### src/rtl/adc_capture_pkg.sv
// adc_capture_pkg: shared types and defaults for the triggered waveform capture.
// Contents: capture FSM state encoding, RAM geometry defaults, digitron field offsets.
// No ports; imported by the capture top level.
package adc_capture_pkg;

    localparam int DEPTH_DEFAULT = 2000;
    localparam int AW_DEFAULT    = 11;
    localparam int DW_DEFAULT    = 8;

    // Field positions inside number_on_digitron.
    localparam int PEAK_LSB  = 0;
    localparam int TADDR_LSB = 8;

    typedef enum logic [2:0] {
        ST_IDLE      = 3'd0,
        ST_PRE       = 3'd1,
        ST_WAIT_TRIG = 3'd2,
        ST_POST      = 3'd3,
        ST_DONE      = 3'd4
    } state_t;

endpackage

### src/rtl/sample_tick_gen.sv
// sample_tick_gen: free-running clock divider producing a one-cycle sample strobe.
// Ports: clk, rst (sync, active-high) in; tick out, high when the count equals DIV-1.
// Count runs 0..DIV-1 and never stalls; no backpressure.
module sample_tick_gen #(
    parameter int DIV = 10
) (
    input  logic clk,
    input  logic rst,
    output logic tick
);

    localparam int CW = (DIV > 1) ? $clog2(DIV) : 1;
    localparam logic [CW-1:0] LAST = CW'(DIV - 1);

    logic [CW-1:0] cnt;

    always_ff @(posedge clk) begin
        if (rst) begin
            cnt <= '0;
        end else if (cnt == LAST) begin
            cnt <= '0;
        end else begin
            cnt <= cnt + CW'(1);
        end
    end

    assign tick = (cnt == LAST);

endmodule

### src/rtl/adc_capture.sv
// adc_capture: triggered ADC waveform capture into the shared waveform RAM write port.
// Ports: clk, rst, adc_data, trig_level, KEY_STATE in; address_b/data_b/wren_b (RAM write),
// capture_done, trig_addr, number_on_digitron out. Writes are registered, one cycle after the strobe.
module adc_capture
    import adc_capture_pkg::*;
#(
    parameter int DEPTH = DEPTH_DEFAULT,
    parameter int AW    = AW_DEFAULT,
    parameter int DW    = DW_DEFAULT,
    parameter int DIV   = 10,
    parameter int PRE   = 500
) (
    input  logic          clk,
    input  logic          rst,
    input  logic [DW-1:0] adc_data,
    input  logic [DW-1:0] trig_level,
    input  logic [9:0]    KEY_STATE,
    output logic [AW-1:0] address_b,
    output logic [DW-1:0] data_b,
    output logic          wren_b,
    output logic          capture_done,
    output logic [AW-1:0] trig_addr,
    output logic [19:0]   number_on_digitron
);

    localparam logic [AW-1:0] WPTR_LAST = AW'(DEPTH - 1);
    localparam logic [AW-1:0] PRE_LAST  = AW'(PRE - 1);
    // The triggering sample is written in WAIT_TRIG, so POST only adds DEPTH-PRE-1 more.
    localparam logic [AW-1:0] POST_LAST = AW'(DEPTH - PRE - 2);

    state_t        state;
    logic [AW-1:0] wptr;
    logic [AW-1:0] cnt;
    logic [DW-1:0] peak;
    logic [DW-1:0] prev;
    logic          prev_valid;
    logic          key_q;
    logic          tick;
    logic          arm_edge;
    logic          level_hit;
    logic          trig_hit;
    logic          capturing;
    logic [19:0]   digitron_next;
    logic          unused_keys;

    sample_tick_gen #(
        .DIV (DIV)
    ) u_tick (
        .clk  (clk),
        .rst  (rst),
        .tick (tick)
    );

    assign arm_edge    = KEY_STATE[0] & ~key_q;
    // Rising crossing needs a previous sample in this capture; a signal already
    // above the level at arm time never fires on its own.
    assign level_hit   = prev_valid && (prev < trig_level) && (adc_data >= trig_level);
    assign trig_hit    = level_hit || KEY_STATE[2];
    assign capturing   = (state == ST_PRE) || (state == ST_WAIT_TRIG) || (state == ST_POST);
    assign unused_keys = ^KEY_STATE[9:3];

    always_comb begin
        digitron_next = '0;
        digitron_next[PEAK_LSB +: DW]  = peak;
        digitron_next[TADDR_LSB +: AW] = trig_addr;
    end

    always_ff @(posedge clk) begin
        if (rst) begin
            state              <= ST_IDLE;
            wptr               <= '0;
            cnt                <= '0;
            peak               <= '0;
            prev               <= '0;
            prev_valid         <= 1'b0;
            key_q              <= 1'b0;
            address_b          <= '0;
            data_b             <= '0;
            wren_b             <= 1'b0;
            capture_done       <= 1'b0;
            trig_addr          <= '0;
            number_on_digitron <= '0;
        end else begin
            key_q              <= KEY_STATE[0];
            wren_b             <= 1'b0;
            number_on_digitron <= digitron_next;

            if (KEY_STATE[1]) begin
                // Abort wins over everything else this cycle; results are kept.
                state <= ST_IDLE;
            end else if (arm_edge && (state == ST_IDLE || state == ST_DONE)) begin
                state        <= ST_PRE;
                wptr         <= '0;
                cnt          <= '0;
                peak         <= '0;
                prev_valid   <= 1'b0;
                capture_done <= 1'b0;
            end else if (tick && capturing) begin
                address_b  <= wptr;
                data_b     <= adc_data;
                wren_b     <= 1'b1;
                wptr       <= (wptr == WPTR_LAST) ? '0 : wptr + AW'(1);
                prev       <= adc_data;
                prev_valid <= 1'b1;
                if (adc_data > peak) begin
                    peak <= adc_data;
                end

                case (state)
                    ST_PRE: begin
                        if (cnt == PRE_LAST) begin
                            state <= ST_WAIT_TRIG;
                            cnt   <= '0;
                        end else begin
                            cnt <= cnt + AW'(1);
                        end
                    end
                    ST_WAIT_TRIG: begin
                        if (trig_hit) begin
                            trig_addr <= wptr;
                            state     <= ST_POST;
                            cnt       <= '0;
                        end
                    end
                    ST_POST: begin
                        if (cnt == POST_LAST) begin
                            state        <= ST_DONE;
                            capture_done <= 1'b1;
                        end else begin
                            cnt <= cnt + AW'(1);
                        end
                    end
                    default: state <= ST_IDLE;
                endcase
            end
        end
    end

endmodule

### config.mk
export PLATFORM = sky130hd
export DESIGN_NAME = adc_capture
export DESIGN_NICKNAME = d
export VERILOG_FILES = /design/src/rtl/adc_capture_pkg.sv /design/src/rtl/sample_tick_gen.sv /design/src/rtl/adc_capture.sv
export SDC_FILE = /design/constraint.sdc
export NUM_CORES = 1
export LEC_CHECK = 0
export BUFFER_PORTS_ARGS = -buffer_cell sky130_fd_sc_hd__buf_2
export CORE_MARGIN = 2
export CORE_UTILIZATION = 50
export CTS_CLUSTER_SIZE = 40
export DETAILED_ROUTE_END_ITERATION = 10
export PLACE_DENSITY = 0.75
export REMOVE_ABC_BUFFERS = 1
export SLEW_MARGIN = 20
export SYNTH_ARGS = -nofsm -noshare
export SYNTH_HDL_FRONTEND = slang
export SYNTH_HIERARCHICAL = 1
export SYNTH_SLANG_ARGS = --single-unit
### constraint.sdc
create_clock -name clk -period 2.4 [get_ports clk]
set_input_delay 0.72 -clock clk [delete_from_list [all_inputs] [get_ports clk]]
set_output_delay 0.72 -clock clk [all_outputs]
set_load 0.005 [all_outputs]
==> results of run 1 <==
-- worst paths after layout --
check | from | to | cells after the start
max | trig_level[1] | trig_addr[10]$_SDFFE_PP0P_ | 10
max reg2reg | u_tick/cnt[1]$_SDFF_PP0_ | cnt[10]$_SDFFE_PP0P_ | 10
min | address_b[5]$_SDFFE_PP0P_ | address_b[5]$_SDFFE_PP0P_ | 2
min reg2reg | address_b[5]$_SDFFE_PP0P_ | address_b[5]$_SDFFE_PP0P_ | 2
-- final cells by class --
type	count	area share, %
repair buffers	104	11.9
flip-flops and latches	90	35.2
inverters	20	1.47
multi-input cells	352	45.0
clock buffers	10	2.49
clock inverters	6	1.39
well taps	105	2.57
-- synthesized netlist by cell type (3+ instances only) --
master | n | area share [%]
nor2b_1 | 17 | 2.5
nand3b_1 | 5 | 0.89
nor3_1 | 9 | 1.1
ha_1 | 28 | 8.3
a211oi_1 | 4 | 0.71
clkbuf_1 | 17 | 1.5
nand4_1 | 5 | 0.74
a311oi_1 | 6 | 1.2
nand2b_1 | 4 | 0.59
o21ai_0 | 11 | 1.3
dfxtp_1 | 90 | 43
and2_1 | 9 | 1.3
nand3_1 | 17 | 2.0
a21oi_1 | 40 | 4.7
nand2_1 | 59 | 5.2
inv_1 | 20 | 1.8
or3_1 | 4 | 0.59
nor3b_1 | 4 | 0.71
a31oi_1 | 3 | 0.44
a22oi_1 | 3 | 0.53
mux2_2 | 8 | 2.1
nor4_1 | 4 | 0.59
a311oi_2 | 4 | 1.4
nor2_1 | 56 | 5.0
and3_1 | 6 | 0.89
mux2i_1 | 12 | 2.8
-- sequential cells by signal, summed over array words and instances, names as in the netlist, 3 cells and up --
| register | count |
|---|---|
| trig_addr | 11 |
| number_on_digitron | 19 |
| wptr | 11 |
| address_b | 11 |
| prev | 8 |
| state | 3 |
| cnt | 11 |
| peak | 8 |
| u_tick/cnt | 4 |
-- stage by stage --
step           util, %  setup slack (ns)  setup TNS, ns  power (mW)  hold WS [ns]
5_1_grt           62.3           -0.0335        -0.0335        2.93         0.474
4_1_cts           61.8           0.00584              0        2.83         0.459
2_1_floorplan        -             -1.14         -12.51        1.66         0.426
3_5_place_dp      59.3            -0.310          -7.18        1.78         0.446
6_report          62.3             0.111              0        2.81         0.456
3_3_place_gp      59.3            -0.229          -5.07        1.77         0.440
-- repair_timing --
action / CTS / global route
endpoints found under the setup margin: 10 / 33
cloned: 0 / 0
resized for setup: 3 / 10
pin swaps: 0 / 1
setup buffers: 0 / 0
-- per-layer routing --
| metal | up-vias | global-route usage (%) |
|---|---|---|
| met4 | 0 | 9.52 |
| met1 | 1775 | 28.4 |
| met5 | - | 0 |
| met2 | 148 | 36.2 |
| met3 | 22 | 3.68 |
| li1 | 1880 | - |
-- cells by family (layout without fill, tap and decap cells) --
| logic type | Yosys count | in the layout | share of synthesized area, % |
|---|---|---|---|
| and+or+nand+nor | 215 | 215 | 26.2 |
| DFF | 90 | 90 | 42.6 |
| buffers and inverters | 43 | 140 | 4.23 |
| muxes | 20 | 20 | 4.97 |
| AOI/OAI and AO/OA | 88 | 88 | 13.6 |
| other | 1 | 1 | 0.0886 |
| adders and majority gates | 28 | 28 | 8.28 |
-- worst min-delay path, delay by kind of cell (launching register included) --
kind | cells | cell delay, ns
AO/OA/AOI/OAI | 1 | 0.05
AND/OR/NAND/NOR | 1 | 0.05
flip-flops | 1 | 0.32
-- where the power goes --
part	internal, mW	switching, mW
clock	0.496	0.561
sequential	1.51	0.00936
combinational	0.105	0.133
total	2.11	0.703
==> results.sh, run 1 <==
export IMPL_path_clk_slew_ns=0.09
export IMPL_ys_seq_elements=90
export IMPL_dieArea_mm2=0.00922
export IMPL_synth_flop_cell="dfxtp_1"
export IMPL_grt_setup_unrepaired="yes"
export IMPL_io_buffers=71
export IMPL_final_nets=633
export IMPL_cts_sinks=90
export IMPL_endpoint_kind="register"
export IMPL_drc=0
export IMPL_cts_buffers=9
export IMPL_cts_hold_buf=0
export IMPL_maxUsedRoutingLayer="met4"
export IMPL_ff2ff_setup_slack_ns=0.13
export IMPL_rows=33
export IMPL_first_pass_iters=5
export IMPL_start_util_pct=51.5
export IMPL_powerDensity_mw_per_mm2=549
export IMPL_cts_htree_levels=3
export IMPL_cp_data_arrival_time_ns=2.52
export IMPL_coreArea_mm2=0.00822
export IMPL_via_per_inst=5.57
export IMPL_drv_slew=0
export IMPL_grt_overflow_total=0
export IMPL_drtIter0Drc=237
export IMPL_finalSetupViolCount=0
export IMPL_place_inst=671
export IMPL_wl_met1_um=4390
export IMPL_critPathMaxStageDelay_ns=0.34
export IMPL_avgSynthCellArea_um2=8.72
export IMPL_grt_antenna_before_repair=0
export IMPL_yosysUniqueCellTypes=54
export IMPL_finalHoldViolCount=0
export IMPL_grt_start_max_net_pins=39
export IMPL_fin_skew_ns=0.0142
export IMPL_maxSlewHeadroom_pct=58.4
export IMPL_cts_root_buffer="clkbuf_8"
export IMPL_diodes=0
export IMPL_crit_type="primary input to register"
export IMPL_layout_common_cells="dfxtp_1 (89), buf_2 (71), nand2_1 (59), nor2_1 (54), a21oi_1 (40)"
export IMPL_gp_congestion=0.912
export IMPL_period_share_pct=95.4
export IMPL_track_usage_pct=22.0
export IMPL_crit_fanout=11
export IMPL_max_freq_ghz=0.437
export IMPL_critical_path_top_delay_family="buffers and inverters"
export IMPL_grt_pass1_vias=3500
export IMPL_status="completed"
export IMPL_fp_dieH_um=96.0
export IMPL_crit_chain="buf_2 > inv_1 > ha_1 > a2111oi_1 > nor4_1 > buf_4 > nor4_2 > buf_6 > mux2i_1 > nor2_1"
export IMPL_wl_per_cell_um=14.4
export IMPL_synth_edf_count=0
export IMPL_peakVddDrop_mv=0.313
export IMPL_met2_wirelength_um=4660
export IMPL_final_common_cell="dfxtp_1"
export IMPL_clock_path_buffers=2
export IMPL_dp_hpwl_um=7230
export IMPL_ys_seq_area_share_pct=42.6
export IMPL_post_dp_cell_area_mm2=0.00487
export IMPL_fin_area_mm2=0.00512
export IMPL_hold_path_class="register to register"
export IMPL_maxCapViolCount=0
export IMPL_slowest_stage="a2111oi_1"
export IMPL_insertion_delay_ns=0.35
export IMPL_leakage_nw=2.15
export IMPL_cts_tree="done"
export IMPL_fillers=687
export IMPL_vias=3825
export IMPL_final_cells=687
export IMPL_regArea_mm2=0.00180
export IMPL_tightestPinTransition_ns=0.621
export IMPL_startpoint_type="primary input"
export IMPL_drtAntennaViolNets=0
export IMPL_route_met3_wl_um=621
export IMPL_fp_dieW_um=96.0
export IMPL_min_period_ns=2.29
export IMPL_multiInputGateArea_mm2=0.00230
export IMPL_syn2layout_area_growth_pct=20.9
export IMPL_drt_wl_total_um=9900
export IMPL_grt_pass1_wl_um=16000
export IMPL_path_buf_inv=4
export IMPL_ioPinCount=80
export IMPL_crit_required_ns=2.63
export IMPL_synth_cells=485
export IMPL_drive_above_1_share_pct=25.9
export IMPL_async_flop_share_pct=0
export IMPL_yosysWarnings=6
export IMPL_syn_cell_area_mm2=0.00423
No activity file was read; power rests on OpenSTA's default activity.
==> run 2, diff against run 1 <==
--- a/config.mk
+++ b/config.mk
@@ -6,6 +6,7 @@
 export NUM_CORES = 1
 export LEC_CHECK = 0
 export BUFFER_PORTS_ARGS = -buffer_cell sky130_fd_sc_hd__buf_2
+export CORE_ASPECT_RATIO = 1.2
 export CORE_MARGIN = 2
 export CORE_UTILIZATION = 50
 export CTS_CLUSTER_SIZE = 40
==> results.sh, run 2 (synthesized netlist as in run 1, its figures left out) <==
export IMPL_peakVddDrop_mv=0.269
export IMPL_startpoint_type="primary input"
export IMPL_crit_required_ns=2.64
export IMPL_tightestPinTransition_ns=0.745
export IMPL_crit_path_start="trig_level[7]"
export IMPL_powerDensity_mw_per_mm2=531
export IMPL_cts_sinks=90
export IMPL_grt_antenna_before_repair=0
export IMPL_fillers=714
export IMPL_final_nets=634
export IMPL_top_register="number_on_digitron"
export IMPL_cts_hold_buf=0
export IMPL_fp_dieW_um=88.0
export IMPL_diodes=0
export IMPL_fp_dieH_um=105
export IMPL_cts_htree_levels=3
export IMPL_io_buffers=71
export IMPL_vias=3761
export IMPL_grt_pass1_vias=3612
export IMPL_max_freq_ghz=0.441
export IMPL_drtIter0Drc=165
export IMPL_drt_wl_total_um=9720
export IMPL_cts_root_buffer="clkbuf_8"
export IMPL_ioPinCount=80
export IMPL_dieArea_mm2=0.00922
export IMPL_finalSetupViolCount=0
export IMPL_start_util_pct=51.9
export IMPL_maxCapViolCount=0
export IMPL_clock_path_buffers=2
export IMPL_period_share_pct=94.5
export IMPL_final_common_cell="dfxtp_1"
export IMPL_utilization_pct=62.6
export IMPL_cp_data_arrival_time_ns=2.51
export IMPL_cts_tree="done"
export IMPL_drv_slew=0
export IMPL_crit_fanout=11
export IMPL_status="completed"
export IMPL_grt_setup_unrepaired="no"
export IMPL_final_cells=697
export IMPL_leakage_nw=2.15
export IMPL_endpoint_kind="register"
export IMPL_gp_congestion=0.860
export IMPL_drtAntennaViolNets=0
export IMPL_multiInputGateArea_mm2=0.00229
export IMPL_place_inst=681
export IMPL_path_clk_slew_ns=0.09
export IMPL_fin_skew_ns=0.00914
export IMPL_cts_buffers=9
export IMPL_syn2layout_area_growth_pct=20.7
export IMPL_dp_hpwl_um=7250
export IMPL_coreArea_mm2=0.00815
export IMPL_maxSlewHeadroom_pct=49.9
export IMPL_wl_per_cell_um=13.9
export IMPL_hold_path_class="register to register"
export IMPL_min_period_ns=2.27
export IMPL_via_per_inst=5.40
export IMPL_finalHoldViolCount=0
export IMPL_insertion_delay_ns=0.37
export IMPL_largest_reg_flops=19
export IMPL_crit_type="primary input to register"
export IMPL_grt_pass1_wl_um=16000
export IMPL_track_usage_pct=21.7
export IMPL_first_pass_iters=4
export IMPL_rows=36
export IMPL_grt_start_max_net_pins=44
export IMPL_worst_hold_startpoint="peak[4]$_SDFFE_PP0P_"
export IMPL_grt_overflow_total=0
export IMPL_drc=0
export IMPL_regArea_mm2=0.00180
export IMPL_drive_above_1_share_pct=25.7
export IMPL_crit_reg2reg_launch="u_tick/cnt[1]$_SDFF_PP0_"
export IMPL_layout_common_cells="dfxtp_1 (89), buf_2 (71), nand2_1 (59), nor2_1 (56), a21oi_1 (39)"
-- run 2: changes by cell type in the layout (fill, tap and decap cells not counted), sizes merged --
cell / before / now
clkinv: 1 / 3
buf: 104 / 105
bufinv: 1 / 0
clkbuf: 10 / 11
clkinvlp: 1 / 0
inv: 23 / 22
-- run 2: final timing paths --
check / end / slack [ns] / cells past startpoint
max reg2reg: cnt[6]$_SDFFE_PP0P_ / 0.20 / 10
max: trig_addr[7]$_SDFFE_PP0P_ / 0.13 / 12
min reg2reg: number_on_digitron[4]$_SDFF_PP0_ / 0.45 / 2
min: number_on_digitron[4]$_SDFF_PP0_ / 0.45 / 2
-- run 2: area by class of cell --
type / count / area share (%)
Timing Repair Buffer: 105 / 12.2
Multi-Input combinational cell: 352 / 44.8
Clock buffer: 11 / 2.77
Inverter: 20 / 1.47
Clock inverter: 5 / 0.710
Sequential cell: 90 / 35.3
Tap cell: 114 / 2.79
-- run 2: routing by layer --
layer	track usage (%)	share of wire, %	wire, um	vias to the layer above
met5	0	0	0	-
met4	10.9	2.4	235	0
met3	2.92	3.8	371	21
met2	37.2	50	4860	103
met1	25.9	44	4260	1752
li1	-	-	-	1885
-- run 2: power breakdown --
| part | switching (mW) | leakage, nW | total, mW | internal [mW] |
|---|---|---|---|---|
| Sequential | 0.00976 | 0.726 | 1.52 | 1.51 |
| Combinational | 0.130 | 1.33 | 0.237 | 0.108 |
| Clock | 0.546 | 0.0941 | 0.957 | 0.411 |
-- run 2: stage by stage --
step                hold WS, ns  setup TNS [ns]  power (mW)  cell area [um2]  setup WS, ns
floorplan                 0.426          -12.51        1.66             4130         -1.14
global placement          0.440           -4.37        1.77             4900        -0.192
detailed placement        0.443           -6.33        1.78             4900        -0.270
CTS                       0.456               0        2.72             5080        0.0985
global route              0.475               0        2.81             5110        0.0123
finish                    0.454               0        2.71             5110         0.131
-- run 2: worst max-delay path, stage by stage --
cell     delay, ns
buf_2         0.07
inv_1         0.04
ha_1          0.29
buf_4         0.12
nand3_1       0.06
nor2_1        0.16
a21oi_2       0.10
buf_4         0.15
nor4_2        0.25
buf_4         0.27
mux2i_1       0.21
nor2_1        0.06
-- run 2: timing repair --
item	CTS	global route
setup endpoints to repair	4	23
resized for setup	1	7
setup buffers	0	0
==> run 3, diff against run 2 <==
--- a/config.mk
+++ b/config.mk
@@ -5,13 +5,14 @@
 export SDC_FILE = /design/constraint.sdc
 export NUM_CORES = 1
 export LEC_CHECK = 0
-export BUFFER_PORTS_ARGS = -buffer_cell sky130_fd_sc_hd__buf_2
+export CAP_MARGIN = 30
 export CORE_ASPECT_RATIO = 1.2
 export CORE_MARGIN = 2
-export CORE_UTILIZATION = 50
+export CORE_UTILIZATION = 57
 export CTS_CLUSTER_SIZE = 40
 export DETAILED_ROUTE_END_ITERATION = 10
-export PLACE_DENSITY = 0.75
+export DONT_BUFFER_PORTS = 1
+export PLACE_DENSITY = 0.74
 export REMOVE_ABC_BUFFERS = 1
 export SLEW_MARGIN = 20
 export SYNTH_ARGS = -nofsm -noshare
==> results.sh, run 3 (synthesized netlist as in run 1, its figures left out) <==
export IMPL_reg2reg_to="state[0]$_SDFFE_PP0P_"
export IMPL_startpoint_type="primary input"
export IMPL_place_ws_ns=-0.226
export IMPL_utilization_pct=63.7
export IMPL_wl_per_cell_um=14.9
export IMPL_crit_required_ns=2.61
export IMPL_min_period_ns=2.31
export IMPL_grt_setup_unrepaired="no"
export IMPL_final_nets=549
export IMPL_rows=34
export IMPL_dp_hpwl_um=6140
export IMPL_top_register="number_on_digitron"
export IMPL_finalHoldViolCount=0
export IMPL_drtIter0Drc=177
export IMPL_largest_reg_flops=19
export IMPL_max_freq_ghz=0.433
export IMPL_vias=3369
export IMPL_drt_wl_total_um=8750
export IMPL_coreArea_mm2=0.00723
export IMPL_insertion_delay_ns=0.36
export IMPL_grt_antenna_before_repair=0
export IMPL_maxCapViolCount=0
export IMPL_period_share_pct=96.2
export IMPL_syn2layout_area_growth_pct=8.87
export IMPL_cts_htree_levels=3
export IMPL_clock_path_buffers=2
export IMPL_peakVddDrop_mv=0.398
export IMPL_drtAntennaViolNets=0
export IMPL_hold_path_class="primary input to register"
export IMPL_grt_pass1_vias=3122
export IMPL_diodes=0
export IMPL_ioPinCount=80
export IMPL_drc=0
export IMPL_gp_congestion=0.836
export IMPL_worst_hold_path_num_cells=1
export IMPL_reg2regPathDepth=6
export IMPL_grt_start_max_net_pins=86
export IMPL_fp_dieW_um=82.7
export IMPL_crit_reg2reg_launch="prev[1]$_SDFFE_PP0P_"
export IMPL_finalSetupViolCount=0
export IMPL_layout_common_cells="dfxtp_1 (89), nand2_1 (59), nor2_1 (56), a21oi_1 (40), ha_1 (28)"
export IMPL_place_inst=571
export IMPL_maxSlewHeadroom_pct=64.4
export IMPL_via_per_inst=5.73
export IMPL_fillers=640
export IMPL_cts_buffers=9
export IMPL_worst_slack_ns=0.0919
export IMPL_p_total_mw=2.67
export IMPL_leakage_nw=1.71
export IMPL_tightestPinTransition_ns=0.521
export IMPL_post_cts_setup_buffers=0
export IMPL_drive_above_1_share_pct=12.4
export IMPL_drv_slew=0
export IMPL_cts_resized=0
export IMPL_cts_tree="done"
export IMPL_grt_overflow_total=0
export IMPL_final_cells=588
export IMPL_start_util_pct=58.5
export IMPL_cts_sinks=90
export IMPL_worst_hold_startpoint="rst"
export IMPL_track_usage_pct=21.9
export IMPL_endpoint_kind="register"
export IMPL_dieArea_mm2=0.00813
export IMPL_final_common_cell="dfxtp_1"
export IMPL_io_buffers=0
export IMPL_crit_type="primary input to register"
export IMPL_grt_pass1_wl_um=13900
export IMPL_path_clk_slew_ns=0.10
export IMPL_powerDensity_mw_per_mm2=579
export IMPL_cts_root_buffer="clkbuf_8"
export IMPL_crit_fanout=2
export IMPL_cp_data_arrival_time_ns=2.51
export IMPL_status="completed"
export IMPL_first_pass_iters=4
export IMPL_fin_skew_ns=0.0146
export IMPL_fp_dieH_um=98.4
export IMPL_worstHoldEndpoint="number_on_digitron[14]$_SDFF_PP0_"
export IMPL_cts_hold_buf=0
export IMPL_ff2ff_setup_slack_ns=0.13
export IMPL_crit_path_start="trig_level[1]"
## run 3: where the power goes
part / leakage, nW / internal (mW) / total, mW / switching [mW]
clock: 0.0966 / 0.406 / 0.989 / 0.583
combinational: 0.891 / 0.0783 / 0.162 / 0.0837
sequential: 0.726 / 1.51 / 1.52 / 0.00922
total: 1.71 / 1.99 / 2.67 / 0.676
## run 3: worst max-delay path by stage
stage | end
after floorplan | trig_addr[0]$_SDFFE_PP0P_
after global placement | state[0]$_SDFFE_PP0P_
after detailed placement | state[0]$_SDFFE_PP0P_
after CTS | cnt[7]$_SDFFE_PP0P_
after global routing | cnt[7]$_SDFFE_PP0P_
final | state[0]$_SDFFE_PP0P_
## run 3: area by class of cell
class	count	area, um2	area share, %
Clock buffer	9	124	2.69
Multi-Input combinational cell	352	2260	49.0
Timing Repair Buffer	20	160	3.48
Clock inverter	7	72.6	1.58
Inverter	20	75.1	1.63
Sequential cell	90	1800	39.1
Tap cell	90	113	2.44
## run 3: layer usage
layer  GRT usage (%)  vias up  share of wire, %
met3            5.64       10               6.7
met5               0        -                 0
met2            34.3       88                48
li1                -     1720                 -
met1            27.7     1551                45
met4            10.3        0               1.1
## run 3: critical path: stages
cell,delay (ns)
inv_1,0.05
ha_1,0.30
a2111oi_0,0.38
nor4_1,0.16
nor3_1,0.25
nand3_1,0.12
a2111oi_0,0.54
## run 3: stage by stage
step | TNS (ns) | instance area [um2] | hold slack, ns
after global placement | -2.42 | 4400 | 0.437
after detailed placement | -3.26 | 4400 | 0.445
final | 0 | 4610 | 0.430
after global routing | 0 | 4610 | 0.405
after floorplan | -12.51 | 4130 | 0.426
after CTS | 0 | 4600 | 0.405
